File: config.mk
export PLATFORM = sky130hd
export DESIGN_NAME = basic_boolean_exerciser
export DESIGN_NICKNAME = d
export VERILOG_FILES = /design/src/rtl/basic_boolean_pkg.sv /design/src/rtl/basic_boolean_expect.sv /design/src/rtl/basic_boolean_exerciser.sv
export SDC_FILE = /design/constraint.sdc
export NUM_CORES = 1
export LEC_CHECK = 0
export BUFFER_PORTS_ARGS = -buffer_cell sky130_fd_sc_hd__buf_2
export CAP_MARGIN = 0
export CORE_MARGIN = 3
export CORE_UTILIZATION = 35
export DETAILED_ROUTE_END_ITERATION = 16
export SLEW_MARGIN = 20
export SYNTH_ARGS = -nofsm -noshare
export SYNTH_HDL_FRONTEND = slang
export SYNTH_SLANG_ARGS = --single-unit
File: constraint.sdc
create_clock -name clk -period 2 [get_ports clk]
set_input_delay 0.4 -clock clk [delete_from_list [all_inputs] [get_ports clk]]
set_output_delay 0.4 -clock clk [all_outputs]
set_load 0.1 [all_outputs]
File: src/rtl/basic_boolean_pkg.sv
// Shared types, widths and golden-response function for the basic_boolean exerciser.
package basic_boolean_pkg;

    localparam int unsigned BB_WIDTH = 8;
    localparam logic [BB_WIDTH-1:0] BB_ALL_ONES = 8'hFF;

    typedef enum logic [1:0] {
        StIdle,
        StSettle,
        StSample,
        StDone
    } bb_state_e;

    // AND-reduce broadcast: all ones only when every input bit is set.
    function automatic logic [BB_WIDTH-1:0] bb_expect(input logic [BB_WIDTH-1:0] x);
        return (x == BB_ALL_ONES) ? BB_ALL_ONES : '0;
    endfunction

endpackage

File: src/rtl/basic_boolean_expect.sv
// Combinational golden model of the basic_boolean AND-reduce/broadcast block.
module basic_boolean_expect
    import basic_boolean_pkg::*;
(
    input  logic [0:BB_WIDTH-1] vec,
    output logic [0:BB_WIDTH-1] expected
);

    assign expected = bb_expect(vec);

endmodule

File: src/rtl/basic_boolean_exerciser.sv
// Sweeps all 256 stimulus vectors into basic_boolean and checks each response.
// Optional BASIC_BOOLEAN_EXERCISER_STOP_ON_FAIL_EN ends the sweep at the first mismatch.
module basic_boolean_exerciser
    import basic_boolean_pkg::*;
#(
    parameter int unsigned SETTLE = 2
) (
    input  logic                clk,
    input  logic                rst_n,
    input  logic                start,
    input  logic [0:BB_WIDTH-1] resp,
    output logic [0:BB_WIDTH-1] stim,
    output logic                busy,
    output logic                done,
    output logic                pass,
    output logic [8:0]          err_count,
    output logic [0:BB_WIDTH-1] first_fail
);

    localparam logic [3:0] SETTLE_LOAD = 4'(SETTLE - 1);
    localparam logic [8:0] ERR_MAX     = 9'd256;

    bb_state_e           state_q, state_d;
    logic [3:0]          cnt_q, cnt_d;
    logic [0:BB_WIDTH-1] stim_q, stim_d;
    logic                busy_q, busy_d;
    logic                done_q, done_d;
    logic                pass_q, pass_d;
    logic [8:0]          err_q, err_d;
    logic [0:BB_WIDTH-1] ff_q, ff_d;

    logic [0:BB_WIDTH-1] expected;
    logic                mismatch;
    logic                last_vec;

    basic_boolean_expect u_expect (
        .vec      (stim_q),
        .expected (expected)
    );

    assign mismatch = (resp != expected);

    always_comb begin
        state_d  = state_q;
        cnt_d    = cnt_q;
        stim_d   = stim_q;
        busy_d   = busy_q;
        done_d   = done_q;
        pass_d   = pass_q;
        err_d    = err_q;
        ff_d     = ff_q;
        last_vec = 1'b0;

        case (state_q)
            StIdle, StDone: begin
                if (start) begin
                    state_d = StSettle;
                    cnt_d   = SETTLE_LOAD;
                    stim_d  = '0;
                    err_d   = '0;
                    ff_d    = '0;
                    done_d  = 1'b0;
                    pass_d  = 1'b0;
                    busy_d  = 1'b1;
                end
            end
            StSettle: begin
                if (cnt_q == 4'd0) begin
                    state_d = StSample;
                end else begin
                    cnt_d = cnt_q - 4'd1;
                end
            end
            StSample: begin
                if (mismatch) begin
                    err_d = (err_q == ERR_MAX) ? err_q : err_q + 9'd1;
                    if (err_q == 9'd0) begin
                        ff_d = stim_q;
                    end
                end
`ifdef BASIC_BOOLEAN_EXERCISER_STOP_ON_FAIL_EN
                last_vec = (stim_q == BB_ALL_ONES) || mismatch;
`else
                last_vec = (stim_q == BB_ALL_ONES);
`endif
                if (last_vec) begin
                    state_d = StDone;
                    busy_d  = 1'b0;
                    done_d  = 1'b1;
                    pass_d  = (err_d == 9'd0);
                end else begin
                    state_d = StSettle;
                    cnt_d   = SETTLE_LOAD;
                    stim_d  = stim_q + 8'd1;
                end
            end
            default: begin
                state_d = StIdle;
            end
        endcase
    end

    always_ff @(posedge clk or negedge rst_n) begin
        if (!rst_n) begin
            state_q <= StIdle;
            cnt_q   <= '0;
            stim_q  <= '0;
            busy_q  <= 1'b0;
            done_q  <= 1'b0;
            pass_q  <= 1'b0;
            err_q   <= '0;
            ff_q    <= '0;
        end else begin
            state_q <= state_d;
            cnt_q   <= cnt_d;
            stim_q  <= stim_d;
            busy_q  <= busy_d;
            done_q  <= done_d;
            pass_q  <= pass_d;
            err_q   <= err_d;
            ff_q    <= ff_d;
        end
    end

    assign stim       = stim_q;
    assign busy       = busy_q;
    assign done       = done_q;
    assign pass       = pass_q;
    assign err_count  = err_q;
    assign first_fail = ff_q;

endmodule

==> out/results.txt <==
Outcome: complete, but fails checks
Failing checks: setup timing
RePlAce Congestion: 0.810
CTS tree: built
Final slew viol count: 0
Min Clock Period, post-route: 2.10 ns
Final Util: 47.3%
#FFs+latches synth: 34
Tot Pwr: 2.45 mW
Overall routing resource usage: 15.9%
Number of hold violations in the final report: 0
VDD IR max: 0.000766 V
Metal2 WL: 2410 um
Sink Count: 34
Routed vias/inst: 5.36
Core Rows: 27
Clock latency on the worst-skew pair: 0.29 ns
Cts bufs inserted: 5
Final setup margin: -0.0958 ns
Mux share of post-synthesis cell area: 2.02%
Worst clock skew: 0.00427 ns
Clk pin slew, worst setup/hold paths: 0.07 ns
CP arrival: 2.29 ns
Critical path class: flip-flop to flip-flop
Starting density of the core: 36.7%
Worst r2r path cells: 8
Async SR Flop Fraction: 100%
Pin count of the biggest net entering global routing: 19
Antenna-violating nets left: 0
Reg2reg start: stim[6]
Final Setup Violations: 1
Max_slew headroom: 67.6%
Post-synthesis simple-gate area fraction: 21.9%
Met3 wire len: 198 um
Hold WS: 0.0418 ns
Worst path cell trace: ha_4 > and4_4 > a211oi_4 > buf_4 > or4bb_4 > mux2i_1 > o21ai_1 > o31ai_2
Max Cap Viol: 0
Ant. Diodes: 0
Power density over the cells: 930 nW/um2
Setup TNS: -0.0958 ns
Vias in the first global route: 1740
DR iter-0 viols: 85
Achievable clock frequency: 477 MHz
Share of layout cells above drive strength 1: 43.0%
Dpl hpwl: 3760 um
DRC errors left: 0
Peak fanout along the critical path: 3
Final nets: 288
Net Count, Synth: 225
Prevailing post-synth register cell: dfrtp_1
Vias: 1834
Yosys cell types: 54
Final std cell area, no fill: 2630 um2
Delay-heaviest family, CP: simple AND/OR/NAND/NOR gates
Clk root buf: clkbuf_8
DRT Pass-1 Iters: 4
Ys Warns: 0
RSZ-0062 raised after global routing: yes
Biggest area consumer among synthesized cells: dfrtp_1
Clock Power Share: 22.0%
Number of flops mapped to enable cells by yosys: 0
Syn avg cell area: 9.92 um2
First-pass GRT wire length: 8200 um
H-Tree Depth: 2
Initial antenna violation count: 0
Io pins: 39
Synth area leaders: dfrtp_1 42%, a22o_1 6.0%, ha_1 4.9%
Largest family of logic cells by synthesized area: simple AND/OR/NAND/NOR gates
CP startpoint kind: flip-flop
Yosys top cell area share: 41.6%
XOR/XNOR Fraction of Synth Area: 3.86%
Clk buf depth: 2
Critical-path top delay cell: or4bb_4
Critical Path RT: 2.20 ns
Sw Pwr: 1.17 mW
Period Utilization, post-route: 105%
Sequential area share after synthesis: 41.6%
Setup crit end kind: flip-flop
Highest metal used: met4
Overall die area: 6790 um2
WL/cell: 14.6 um
Port bufs: 38
Min-delay worst type: input pin to asynchronous set/reset pin
Internal cell power: 1.28 mW
Combinational share of power: 41.2%
Core box area: 5570 um2
Slew @ Worst Pin: 0.490 ns
# hold bufs at CTS: 0
Placed inst area: 2530 um2
Seq pwr share: 36.9%
Die Wd: 82.4 um
Post-Synth Adder-Cell Area: 4.90%
Total global routing overflow: 0
Number of fill cells in the layout: 556
Reg2reg end: pass
Final WL: 4990 um
Buf/Inv on CP: 1
Synth Instances: 206
M1 WL: 2310 um
Synth Cell Area: 2040 um2
Flop-to-flop setup slack: -0.1 ns
P_leak: 1.24 nW
Area Overhead vs Synth: 28.9%
Synth Area in Compound Gates: 20.5%
Net Sw Frac: 47.8%
Die Y: 82.4 um
Crit path largest cell delay: 0.54 ns
layer usage:
metal / global-route usage (%) / vias up
met5: 0 / -
met4: 4.98 / 0
met3: 2.93 / 9
met2: 27.2 / 49
met1: 20.2 / 884
li1: - / 892
per-stage QoR:
stage               instances  worst slack (ns)
floorplan                 206            -0.158
global placement          334            -0.128
detailed placement        334            -0.182
CTS                       342            -0.123
global route              342            -0.157
finish                    342           -0.0958
placed cells by master, fill, tap and decap left out, types with 2 or more instances in the layout:
cell      synthesis  layout
buf_2             1      38
and4_4            1       2
a22o_1           14      14
ha_1              8       7
nor2_1           17      17
xor2_1            5       5
nand3_1           9       9
clkbuf_8          1       6
a21oi_2           0       2
o31ai_1           3       3
dfrtp_4           0       3
and3_2            5       5
inv_1             9       9
nand2b_1          2       2
a21o_1            2       2
dfrtp_1          34      18
buf_4             0      27
nand2_1          11      11
o21ai_0          16      12
a21oi_1          10       8
xnor2_1           4       3
o21ai_1           1       5
nor4_1            2       2
nand4_1           9       9
and3_1            3       3
dfrtp_2           0      13
mux2i_1           3       3
state kept, by name (all words and copies together) (netlist names):
name / flops
err_count: 9
first_fail: 8
stim: 8
cnt_q: 4
state_q: 2
busy: 1
done: 1
pass: 1
cell type report:
class / count / area, um2 / share of cell area, %
Multi-Input combinational cell: 153 / 1120 / 42.7
Tap cell: 72 / 90.1 / 3.42
Clock buffer: 6 / 82.6 / 3.14
Sequential cell: 34 / 878 / 33.3
Clock inverter: 2 / 12.5 / 0.475
Inverter: 9 / 33.8 / 1.28
Timing Repair Buffer: 66 / 413 / 15.7
cell usage after synthesis, types with 2 or more instances:
| cell type | instances |
|---|---|
| a21oi_1 | 10 |
| nand4_1 | 9 |
| a22o_1 | 14 |
| and4_2 | 2 |
| xnor2_1 | 4 |
| a21o_1 | 2 |
| dfrtp_1 | 34 |
| nand2_1 | 11 |
| and3_1 | 3 |
| clkbuf_1 | 3 |
| nor4_1 | 2 |
| nor2_1 | 17 |
| buf_6 | 3 |
| mux2i_1 | 3 |
| nand2b_1 | 2 |
| and3_2 | 5 |
| ha_1 | 8 |
| o21ai_0 | 16 |
| o31ai_1 | 3 |
| xor2_1 | 5 |
| nand3_1 | 9 |
| inv_1 | 9 |
power by group through the flow:
stage	registers (mW)	clock network, mW	logic, mW
2_1_floorplan	1.46	0	0.297
3_3_place_gp	0.913	0	0.996
3_5_place_dp	0.914	0	1.00
4_1_cts	0.901	0.555	1.01
5_1_grt	0.922	0.585	1.06
6_report	0.903	0.538	1.01
worst max-delay path by stage:
stage	start	cells after the start	to	slack (ns)
5_1_grt	stim[6]	8	pass	-0.16
6_report	stim[6]	8	pass	-0.1
4_1_cts	stim[6]	8	pass	-0.12
3_5_place_dp	resp[3]	8	pass	-0.18
2_1_floorplan	stim[6]	7	pass	-0.16
3_3_place_gp	resp[3]	8	pass	-0.13
repair_timing:
action,4_1_cts,5_1_grt
setup endpoints to repair,13,2
pin swaps,1,1
resized for setup,2,0
gates cloned,0,0
setup buffers,0,0
cells by family after synthesis:
logic type	Yosys count
AOI/OAI and AO/OA	57
xor gates and xnor gates	9
adders and majority gates	8
buffers and inverters	19
DFF	34
muxes	4
and+or+nand+nor	75
Note: power is estimated with default switching activity, not from simulation.
